File: config.mk
export PLATFORM = sky130hd
export DESIGN_NAME = fetch_unit
export DESIGN_NICKNAME = d
export VERILOG_FILES = /design/src/rtl/fetch_unit.sv
export SDC_FILE = /design/constraint.sdc
export NUM_CORES = 1
export LEC_CHECK = 0
export ABC_AREA = 1
export CAP_MARGIN = 20
export CORE_UTILIZATION = 46
export CTS_BUF_LIST = sky130_fd_sc_hd__clkbuf_16
export CTS_CLUSTER_DIAMETER = 30
export DETAILED_ROUTE_END_ITERATION = 7
export GPL_TIMING_DRIVEN = 0
export PLACE_DENSITY = 0.84
export SLEW_MARGIN = 20
export SYNTH_ARGS = -nofsm -noshare
export SYNTH_HDL_FRONTEND = slang
export SYNTH_SLANG_ARGS = --single-unit
export TNS_END_PERCENT = 5
File: constraint.sdc
create_clock -name clk -period 7.5 [get_ports clk]
set_input_delay 2.25 -clock clk [delete_from_list [all_inputs] [get_ports clk]]
set_output_delay 2.25 -clock clk [all_outputs]
set_load 0.005 [all_outputs]
File: src/rtl/fetch_unit.sv
// RV32I instruction fetch: PC sequencing, single-outstanding imem handshake, tagged instruction FIFO.
// Optional misaligned-redirect trap (HALT state) enabled by defining FETCH_MISALIGN_TRAP_EN.
module fetch_unit #(
    parameter logic [31:0] RESET_PC   = 32'h0000_0000,
    parameter int unsigned FIFO_DEPTH = 2
) (
    input  logic        clk,
    input  logic        rst,
    output logic        imem_req,
    output logic [31:0] imem_addr,
    input  logic        imem_gnt,
    input  logic        imem_rvalid,
    input  logic [31:0] imem_rdata,
    input  logic        redirect,
    input  logic [31:0] redirect_pc,
    output logic        if_valid,
    input  logic        if_ready,
    output logic [31:0] instruction_code,
    output logic [31:0] if_pc,
    output logic        misaligned
);

    localparam int unsigned PTR_W = (FIFO_DEPTH > 1) ? $clog2(FIFO_DEPTH) : 1;
    localparam int unsigned CNT_W = PTR_W + 1;
    localparam logic [31:0] NOP_INSN = 32'h0000_0013;
    localparam logic [CNT_W-1:0] DEPTH_C = CNT_W'(FIFO_DEPTH);

    typedef enum logic [2:0] {
        ST_REQ,
        ST_WAIT,
`ifdef FETCH_MISALIGN_TRAP_EN
        ST_HALT,
        ST_HDROP,
`endif
        ST_DROP
    } state_e;

    state_e           state_q, state_d;
    logic [31:0]      pc_q, pc_d;
    logic [31:0]      req_pc_q, req_pc_d;
    logic [CNT_W-1:0] count_q, count_d;
    logic [PTR_W-1:0] wptr_q, wptr_d;
    logic [PTR_W-1:0] rptr_q, rptr_d;
    logic [31:0]      insn_q [FIFO_DEPTH];
    logic [31:0]      tag_q  [FIFO_DEPTH];

    logic        space_c;
    logic        push_c;
    logic        pop_c;
    logic        resp_open_c;
    logic        trap_c;
    logic [31:0] target_c;

    // Redirect target: either trapped when misaligned or silently word-aligned
`ifdef FETCH_MISALIGN_TRAP_EN
    assign trap_c   = (redirect_pc[1:0] != 2'b00);
    assign target_c = redirect_pc;
`else
    assign trap_c   = 1'b0;
    assign target_c = redirect_pc & 32'hFFFF_FFFC;
`endif

    assign if_valid         = (count_q != '0);
    assign pop_c            = if_valid && if_ready && !redirect;
    assign instruction_code = if_valid ? insn_q[rptr_q] : NOP_INSN;
    assign if_pc            = if_valid ? tag_q[rptr_q] : 32'h0000_0000;
    assign imem_addr        = pc_q;
    assign space_c          = (count_q + CNT_W'(state_q == ST_WAIT)) < DEPTH_C;

    // Fetch FSM next state, request and PC update
    always_comb begin
        state_d     = state_q;
        pc_d        = pc_q;
        req_pc_d    = req_pc_q;
        imem_req    = 1'b0;
        misaligned  = 1'b0;
        push_c      = 1'b0;
        resp_open_c = 1'b0;
        case (state_q)
            ST_REQ: begin
                imem_req    = space_c && !rst;
                resp_open_c = imem_req && imem_gnt;
                if (imem_req && imem_gnt) begin
                    req_pc_d = pc_q;
                    pc_d     = pc_q + 32'd4;
                    state_d  = ST_WAIT;
                end
            end
            ST_WAIT: begin
                resp_open_c = !imem_rvalid;
                if (imem_rvalid) begin
                    push_c  = 1'b1;
                    state_d = ST_REQ;
                end
            end
            ST_DROP: begin
                resp_open_c = !imem_rvalid;
                if (imem_rvalid) state_d = ST_REQ;
            end
`ifdef FETCH_MISALIGN_TRAP_EN
            ST_HALT: begin
                misaligned = 1'b1;
            end
            ST_HDROP: begin
                misaligned  = 1'b1;
                resp_open_c = !imem_rvalid;
                if (imem_rvalid) state_d = ST_HALT;
            end
`endif
            default: state_d = ST_REQ;
        endcase
        if (redirect) begin
            push_c = 1'b0;
            pc_d   = target_c;
`ifdef FETCH_MISALIGN_TRAP_EN
            if (trap_c) state_d = resp_open_c ? ST_HDROP : ST_HALT;
            else        state_d = resp_open_c ? ST_DROP  : ST_REQ;
`else
            state_d = (resp_open_c && !trap_c) ? ST_DROP : ST_REQ;
`endif
        end
    end

    // FIFO occupancy and pointers; redirect flushes
    always_comb begin
        count_d = count_q;
        wptr_d  = wptr_q;
        rptr_d  = rptr_q;
        if (redirect) begin
            count_d = '0;
            wptr_d  = '0;
            rptr_d  = '0;
        end else begin
            if (push_c) wptr_d = wptr_q + PTR_W'(1);
            if (pop_c)  rptr_d = rptr_q + PTR_W'(1);
            if (push_c && !pop_c)      count_d = count_q + CNT_W'(1);
            else if (!push_c && pop_c) count_d = count_q - CNT_W'(1);
        end
    end

    always_ff @(posedge clk) begin
        if (rst) begin
            state_q  <= ST_REQ;
            pc_q     <= RESET_PC;
            req_pc_q <= 32'h0000_0000;
            count_q  <= '0;
            wptr_q   <= '0;
            rptr_q   <= '0;
        end else begin
            state_q  <= state_d;
            pc_q     <= pc_d;
            req_pc_q <= req_pc_d;
            count_q  <= count_d;
            wptr_q   <= wptr_d;
            rptr_q   <= rptr_d;
        end
    end

    // Payload storage needs no reset; visibility is gated by count_q
    always_ff @(posedge clk) begin
        if (push_c && !rst) begin
            insn_q[wptr_q] <= imem_rdata;
            tag_q[wptr_q]  <= req_pc_q;
        end
    end

endmodule

==> metrics.cfg <==
[route]
via_count=6786
wl_per_cell_um=15.5
postRouteWirelength_mm=20.8
vias_per_cell=5.08
drtIter0Drc=497
drcViolationCount=0
dr.pass1.iters=5
ant_nets=0

[global_route]
grt_pass1_wl_mm=32.1
antenna_found_initial=0
grt_pass1_vias=6216
grt_max_degree=24
grt_overflow_total=0
gr-usage-all-layers_pct=23.3

[clocking]
cts_buffers=17
cts_buffer_depth=2
cts.sinks=191
ctsHtreeMaxLevel=4
post_cts_buffers=0
cts_tree=done
clockRootBuffer=clkbuf_16
hold_buffers=0
clk_pin_slew_worst_paths_ns=0.07
cts_resized=0
clk_latency_ns=0.43

[floorplan]
core_um2=17400
start_util_pct=47.3
row_count=48
die_y_um=136
dieArea_um2=18400
ios=169
die_x_um=136

[sta]
fin_crit_sh_pct=74.4
clock_skew_ns=0.0116
hold_violations=0
drv_slew=0
fmax_mhz=179
rsz0062_at_grt=false
finalSetupViolations=0
max_slew_margin_pct=55.1
worst_pin_slew_ns=0.672
fin_crit_ns=5.58

[final_layout]
num_antenna_cells=0
fillers=1458
drive_gt1_share_pct=6.30
stdcell_area_um2=10800
fin_cells=1336
area_delta_synth_final_pct=31.3
nNetsFinal=1173

[critical_path]
cp-start-kind=primary input
path_class=primary input to primary output
required_ns=5.25
endpoint_kind=primary output
worstPathMaxFanout=6
cp.arrival_ns=3.33

[synthesis]
yosys-top-cells-area=edfxtp_1 45%, dfxtp_1 16%, nand2_1 13%
netlist_instances=907
yosysWarnings=0
syn-cell-area_um2=8240
ys_ff_latch=191
synth_cell_types=26
yosysTopAreaCell=edfxtp_1
synth.avg_cell_area_um2=9.08
synth_seq_area_share_pct=61.5
synth_top_area_share_pct=45.2

[flow_run]
maxCapViolations=0

[power]
ir_worst_vdd_uv=177
pwr_density_cell_nw_per_um2=202
p_leak_nw=4.07

[placed_design]
gp_congestion=0.882
dpl.cell_count=1304
hpwl_mm=15.1
portBuffers=159
placed_area_um2=10200

[hold_path]
min_path_type=register to register

[outcome]
status=finished, final reports clean

-- path summary, 6_finish.rpt --
path	slack, ns	startpoint	cells after the start	endpoint
setup / recovery	1.92	rst	5	imem_req
hold / removal	0.45	req_pc_q[10]	0	tag_q[1][10]
setup reg to reg	5.28	state_q[1]	8	insn_q[1][14]
hold reg to reg	0.45	req_pc_q[10]	0	tag_q[1][10]
-- routing by layer --
layer	wire length (um)	part of all wire (%)	global-route usage, %	vias up
met4	269	1.3	7.93	0
met1	8700	42	30.0	3108
met2	10200	49	39.2	275
li1	-	-	-	3384
met5	0	0	0	-
met3	1640	7.9	4.23	19
-- cells in the mapped netlist, drive strengths merged --
master    n
nand2   288
edfxtp  124
a21oi   113
nor2     71
nand3    68
dfxtp    67
inv      63
o21ai    40
clkbuf   31
buf      19
xor2     11
ha        5
and2      2
nor3      2
conb      1
nand4     1
xnor2     1
-- where the power goes --
part / leakage [nW] / total, mW / internal (mW) / switching, mW
combinational: 2.14 / 0.162 / 0.0822 / 0.0800
clock: 0.294 / 0.850 / 0.464 / 0.385
sequential: 1.64 / 1.17 / 1.14 / 0.0294
total: 4.07 / 2.18 / 1.69 / 0.495
-- state kept, by name, indices dropped and copies added (netlist names), named ones only --
| register | count |
|---|---|
| imem_addr | 30 |
| rptr_q | 1 |
| state_q | 2 |
| insn_q | 64 |
| tag_q | 60 |
| req_pc_q | 30 |
| wptr_q | 1 |
| count_q | 2 |
-- layout make-up --
| cell class | instances | area, um2 | area share [%] |
|---|---|---|---|
| Multi-Input combinational cell | 607 | 2730 | 25.2 |
| Tap cell | 225 | 282 | 2.60 |
| Buffer | 50 | 234 | 2.16 |
| Sequential cell | 191 | 5060 | 46.9 |
| Clock buffer | 19 | 475 | 4.40 |
| Inverter | 63 | 236 | 2.19 |
| Clock inverter | 13 | 86.3 | 0.799 |
| Timing Repair Buffer | 168 | 1700 | 15.8 |
-- worst max-delay path, cell delays in order --
cell and delay, ns:
clkbuf_1 0.18, a21oi_2 0.22, nand2_1 0.09, nor2_1 0.09
clkdlybuf4s50_1 0.51
-- cell usage in the layout, fill, tap and decap left out, drive strengths merged, types with 28 or more instances in the layout --
cell / n
nand2: 288
clkdlybuf4s50: 159
edfxtp: 124
a21oi: 113
inv: 71
nor2: 71
nand3: 68
dfxtp: 67
clkbuf: 50
o21ai: 40
buf: 28
-- kinds of logic (layout without fill, tap and decap cells) --
logic type | count (synthesis) | count (layout) | synth area share (%)
adders and majority gates | 5 | 5 | 0.760
other | 1 | 5 | 0.0455
AOI/OAI and AO/OA | 153 | 153 | 9.34
and+or+nand+nor | 432 | 432 | 21.4
DFF | 191 | 191 | 61.5
buffers and inverters | 113 | 313 | 5.71
xor gates and xnor gates | 12 | 12 | 1.28
-- stage by stage --
step	utilization, %	power, mW	hold slack [ns]	setup WS (ns)	setup TNS, ns
2_1_floorplan	-	1.26	0.420	0.0147	0
3_3_place_gp	58.1	1.35	0.428	-2.37	-147.03
3_5_place_dp	58.8	1.35	0.436	1.90	0
4_1_cts	62.1	2.19	0.455	1.90	0
5_1_grt	62.1	2.26	0.478	1.83	0
6_report	62.1	2.18	0.454	1.92	0
Power figures use the tool's default switching activity.
